===== config.mk =====
export PLATFORM = sky130hd
export DESIGN_NAME = inv_pipe_gea
export DESIGN_NICKNAME = d
export VERILOG_FILES = /design/src/rtl/inv_pipe_gea_pkg.sv /design/src/rtl/skid_buf_gea.sv /design/src/rtl/inv_pipe_gea.sv
export SDC_FILE = /design/constraint.sdc
export NUM_CORES = 1
export LEC_CHECK = 0
export BUFFER_PORTS_ARGS = -buffer_cell sky130_fd_sc_hd__buf_2
export CAP_MARGIN = 20
export CORE_MARGIN = 3
export CORE_UTILIZATION = 46
export DETAILED_ROUTE_END_ITERATION = 6
export PLACE_DENSITY = 0.81
export SETUP_SLACK_MARGIN = 0.2
export SYNTH_ARGS = -nofsm -noshare
export SYNTH_HDL_FRONTEND = slang
export SYNTH_SLANG_ARGS = --single-unit

===== constraint.sdc =====
create_clock -name clk -period 1.4 [get_ports clk]
set_clock_uncertainty 0.1 [all_clocks]
set_input_delay 0.14 -clock clk [delete_from_list [all_inputs] [get_ports clk]]
set_output_delay 0.14 -clock clk [all_outputs]
set_load 0.01 [all_outputs]

===== src/rtl/inv_pipe_gea_pkg.sv =====
// Shared types for the generic-cell inverter pipeline: skid-buffer occupancy states.
package inv_pipe_gea_pkg;

  typedef enum logic [1:0] {
    GEA_SKID_EMPTY = 2'd0,
    GEA_SKID_ONE   = 2'd1,
    GEA_SKID_FULL  = 2'd2
  } skid_state_e;

endpackage


===== src/rtl/skid_buf_gea.sv =====
// Generic 2-entry valid/ready skid buffer: output register plus one skid register,
// registered in_ready so there is no combinational path between the two handshakes.
module skid_buf_gea
  import inv_pipe_gea_pkg::*;
#(
  parameter int DW = 32
) (
  input  logic          clk,
  input  logic          rst,
  input  logic          in_valid,
  output logic          in_ready,
  input  logic [DW-1:0] in_data,
  output logic          out_valid,
  input  logic          out_ready,
  output logic [DW-1:0] out_data,
  output skid_state_e   state
);

  // Handshake: a beat transfers on a side when valid & ready are both high at the
  // rising edge; valid never waits on ready, and once raised out_valid/out_data hold
  // until the beat is taken.
  skid_state_e   state_q, state_d;
  logic          in_ready_q;
  logic [DW-1:0] out_q, skid_q;
  logic          accept, emit;
  logic          load_out, load_skid, move_skid;

  assign in_ready  = in_ready_q;
  assign out_valid = (state_q != GEA_SKID_EMPTY);
  assign out_data  = out_q;
  assign state     = state_q;

  assign accept = in_valid & in_ready_q;
  assign emit   = out_valid & out_ready;

  always_comb begin
    state_d   = state_q;
    load_out  = 1'b0;
    load_skid = 1'b0;
    move_skid = 1'b0;
    case (state_q)
      GEA_SKID_EMPTY: begin
        if (accept) begin
          state_d  = GEA_SKID_ONE;
          load_out = 1'b1;
        end
      end
      GEA_SKID_ONE: begin
        if (accept && emit) begin
          load_out = 1'b1;
        end else if (accept) begin
          state_d   = GEA_SKID_FULL;
          load_skid = 1'b1;
        end else if (emit) begin
          state_d = GEA_SKID_EMPTY;
        end
      end
      GEA_SKID_FULL: begin
        if (emit) begin
          state_d   = GEA_SKID_ONE;
          move_skid = 1'b1;
        end
      end
      default: state_d = GEA_SKID_EMPTY;
    endcase
  end

  always_ff @(posedge clk) begin
    if (rst) begin
      state_q    <= GEA_SKID_EMPTY;
      in_ready_q <= 1'b1;
      out_q      <= '0;
      skid_q     <= '0;
    end else begin
      state_q    <= state_d;
      // Ready for the next cycle is decided from the state we are about to enter.
      in_ready_q <= (state_d != GEA_SKID_FULL);
      if (load_out) begin
        out_q <= in_data;
      end else if (move_skid) begin
        out_q <= skid_q;
      end
      if (load_skid) begin
        skid_q <= in_data;
      end
    end
  end

endmodule


===== src/rtl/inv_pipe_gea.sv =====
// Pipelined per-bit inverter bank: out = in ^ mask, mask captured at acceptance,
// streamed through a 2-entry skid buffer with 1-cycle latency.
module inv_pipe_gea
  import inv_pipe_gea_pkg::*;
#(
  parameter int                          WIDTH    = 8,
  parameter int                          CHANNELS = 4,
  parameter logic [WIDTH*CHANNELS-1:0]   RST_MASK = '1
) (
  input  logic                      clk,
  input  logic                      rst,
  input  logic                      mask_wr,
  input  logic [WIDTH*CHANNELS-1:0] mask_wdata,
  output logic [WIDTH*CHANNELS-1:0] mask_q,
  input  logic                      in_valid,
  output logic                      in_ready,
  input  logic [WIDTH*CHANNELS-1:0] in_data,
  output logic                      out_valid,
  input  logic                      out_ready,
  output logic [WIDTH*CHANNELS-1:0] out_data,
  output skid_state_e               skid_state
);

  localparam int DW = WIDTH * CHANNELS;

  logic [DW-1:0] mask_r;
  logic [DW-1:0] xor_data;

  assign mask_q = mask_r;

  always_ff @(posedge clk) begin
    if (rst) begin
      mask_r <= RST_MASK;
    end else if (mask_wr) begin
      mask_r <= mask_wdata;
    end
  end

  // The XOR uses the registered mask, so a same-cycle mask_wr only affects later beats.
  for (genvar k = 0; k < CHANNELS; k++) begin : g_lane
    assign xor_data[k*WIDTH +: WIDTH] = in_data[k*WIDTH +: WIDTH] ^ mask_r[k*WIDTH +: WIDTH];
  end

  skid_buf_gea #(
    .DW(DW)
  ) u_skid (
    .clk       (clk),
    .rst       (rst),
    .in_valid  (in_valid),
    .in_ready  (in_ready),
    .in_data   (xor_data),
    .out_valid (out_valid),
    .out_ready (out_ready),
    .out_data  (out_data),
    .state     (skid_state)
  );

endmodule


==> summary.txt <==
Status
  – Outcome: finished with violations
  – Violations in the final reports: negative setup slack

Power
  – Pwr/cell area: 961 nW/µm²
  – IR drop worst, VDD: 0.792 mV
  – Logic pwr share: 0.231
  – Clock power share: 0.267
  – Sequential cell fraction of total power: 0.502
  – Switching Power: 1.80 mW
  – Internal power component: 4.51 mW
  – Reported leakage power: 2.74 nW
  – Switching fraction of total power: 0.285

Setup path
  – Type of element capturing the critical path: register
  – CP required: 1560 ps
  – Type of origin of the critical path: register
  – Critical path start-end classification: reg2reg
  – Top fanout value on the critical path: 8
  – Signal arrival time at the worst endpoint: 1750 ps

Logic synthesis
  – Synth cell types: 27
  – XOR/XNOR Fraction of Synth Area: 0.0638
  – Mux contribution to synthesized area: 0.146
  – Post-Synthesis Mean Instance Area: 11.0 µm²
  – Compound-Gate Fraction of Synth Area: 0.157
  – Main combinational cell family by area after synthesis: compound AO/OA/AOI/OAI gates
  – Seq cells post-synth: 99
  – Net Count, Synth: 470
  – Synth Area in Adders: 0
  – Simple-gate portion of the synthesized area: 0.134
  – Sequential area share after synthesis: 0.451
  – Synth warnings: 0
  – Cell area after technology mapping: 4400 µm²
  – Cell count after synthesis: 401

STA
  – Relative slew slack: 0.694
  – Maximum frequency from static timing analysis: 631 MHz
  – WHS: 19.7 ps
  – Transition time at the pin with the least slew margin: 460 ps
  – Part of the cycle the worst path needs: 1.13
  – Total of endpoints with negative setup slack in the final report: 60
  – Final setup margin: -184 ps
  – Setup repair after global routing missed its margin: true
  – Final critical-path required period: 1580 ps
  – Slew Limit Fails: 0
  – Final number of hold-violating endpoints: 0

Routing
  – Post-detailed-route via-to-cell ratio: 5.03
  – Number of detailed-route iterations in the first pass: 4
  – Remaining number of nets flagged by the antenna check after routing: 0
  – Mean routed wirelength per cell: 15.9 µm
  – Total via count in the routed design: 3,661
  – Post-route DRC: 0
  – Number of DRC violations after detailed-routing iteration 0: 103
  – Detailed Route WL: 11,600 µm

Finish
  – Fraction of final layout cells sized beyond drive strength 1: 0.461
  – Commonest cells after routing, fill and taps aside: 132 x sky130_fd_sc_hd__buf_2, 94 x sky130_fd_sc_hd__dfxtp_1, 62 x sky130_fd_sc_hd__mux2i_1, 60 x sky130_fd_sc_hd__nor2b_1, 33 x sky130_fd_sc_hd__dlygate4sd3_1
  – Most frequent standard cell in the layout excluding fill and tap cells: sky130_fd_sc_hd__buf_2
  – Antenna diode count: 0
  – # nets final: 663
  – Signed area change from the synthesized netlist to the final layout: 49.3%
  – Number of standard cells in the final layout excluding fillers: 728

GRT
  – Via count of the first global-routing pass: 3,938
  – Wire length of the first global-routing pass: 18,800 µm
  – GRT Residual Overflow: 0
  – Maximum number of pins on one net before global-route repair: 65
  – Number of antenna violations at the first check in global routing: 0
  – GRT Resource Usage Total: 0.210

Die
  – Effective utilization at floorplan: 0.473
  – Number of top-level pins: 137
  – CORE AREA: 9280 µm²
  – X dimension of the die: 104 µm
  – DIE AREA: 10,800 µm²
  – Site row count: 35
  – Die extent in y: 104 µm

Clocking
  – Number of clock buffers inserted by TritonCTS: 9
  – TritonCTS clock tree: done
  – Clk sink count: 99
  – Latest clock arrival within the worst-skew pair: 360 ps
  – Root buffer cell: sky130_fd_sc_hd__clkbuf_8
  – Depth of the CTS H-tree: 3
  – Worst-path clk slew: 100 ps
  – Max Buffers Root-to-Sink: 2

Placed design
  – Detail Placement HPWL: 6680 µm
  – Global placement routability congestion: 0.710
  – Post-Place Cells: 651
  – Number of input and output port buffers inserted: 136

Flow run
  – Maxcap violations: 0

Hold path
  – Worst hold-check path type: in2reg
## metal layers
metal / vias up / GRT usage / part of all wire
met1: 1749 / 0.242 / 0.42
met3: 24 / 0.0424 / 0.046
met2: 104 / 0.386 / 0.51
met5: - / 0 / 0
li1: 1784 / - / -
met4: 0 / 0.0741 / 0.025
## cell families after synthesis
family                    Yosys count
xor gates and xnor gates           32
muxes                              64
AOI/OAI and AO/OA                  68
and+or+nand+nor                   105
buffers and inverters              33
DFF                                99
## critical path, stage by stage (launching register included)
cell and delay, ps:
sky130_fd_sc_hd__dfxtp_2 340, sky130_fd_sc_hd__and3b_2 280, sky130_fd_sc_hd__buf_4 130, sky130_fd_sc_hd__clkbuf_16 150
sky130_fd_sc_hd__mux2i_1 220, sky130_fd_sc_hd__mux2i_1 120, sky130_fd_sc_hd__nor2b_1 160
## metrics by stage
step            util  power [mW]  TNS (ps)  cell area, µm²  worst slack, ps
3_3_place_gp   0.567        4.32     -75.5            5260            -29.4
2_1_floorplan      -        3.95     -1800            4420            -36.1
6_report       0.707        6.31     -4050            6560             -184
5_1_grt        0.707        6.63     -9040            6560             -254
3_5_place_dp   0.567        4.37     -1200            5260            -88.6
4_1_cts        0.685        6.30     -1590            6360            -89.3
## worst paths after layout
kind | cells past startpoint | slack (ps) | end | startpoint
worst max-delay path | 6 | -180 | u_skid.out_data[26] | u_skid.state[0]
worst min-delay path | 3 | 20 | u_skid.skid_q[27] | in_data[27]
worst max register to register | 6 | -180 | u_skid.out_data[26] | u_skid.state[0]
worst min register to register | 2 | 420 | u_skid.skid_q[3] | u_skid.skid_q[3]
## state kept, by name (all words and copies together) (netlist names)
| signal | count |
|---|---|
| mask_q | 32 |
| u_skid.skid_q | 32 |
| u_skid.state | 2 |
| u_skid.out_data | 32 |
| u_skid.in_ready | 1 |
## power groups by stage
| stage | Clock (mW) | Sequential (mW) | Combinational, mW |
|---|---|---|---|
| global route | 1.86 | 3.19 | 1.58 |
| finish | 1.69 | 3.17 | 1.46 |
| global placement | 0 | 3.19 | 1.13 |
| CTS | 1.74 | 3.16 | 1.41 |
| detailed placement | 0 | 3.20 | 1.17 |
| floorplan | 0 | 3.26 | 0.689 |
## repair_timing
item                                   CTS  global route
pin swaps                               33             3
hold buffers                            33             0
cloned                                   7             4
buffers inserted                         9             8
setup endpoints to repair               70            71
resized for setup                       83            10
endpoints found under the hold margin   34             0
## cell usage after synthesis (all sizes together)
cell / number / area [µm²]
dfxtp: 99 / 1980
mux2i: 63 / 631
nor2b: 63 / 394
nor2: 33 / 124
a211o: 32 / 280
a211oi: 32 / 380
xnor2: 32 / 280
buf: 19 / 164
clkbuf: 12 / 45.0
a21oi: 2 / 10.0
and3b: 2 / 17.5
inv: 2 / 7.51
nand2: 2 / 10.0
nor3: 2 / 21.3
a2bb2oi: 1 / 8.76
mux2: 1 / 11.3
nand2b: 1 / 6.26
nand3b: 1 / 7.51
o22a: 1 / 8.76
or2: 1 / 6.26
## cell type report
type                       count  area [µm²]
clock buffer                  11         141
fill                         644        2720
timing repair buffer         213        1770
clock inverter                 5        37.5
tap                          129         161
sequential                    99        1990
multi-input combinational    269        2460
inverter                       2        7.51
(Power assumes the default switching activity.)
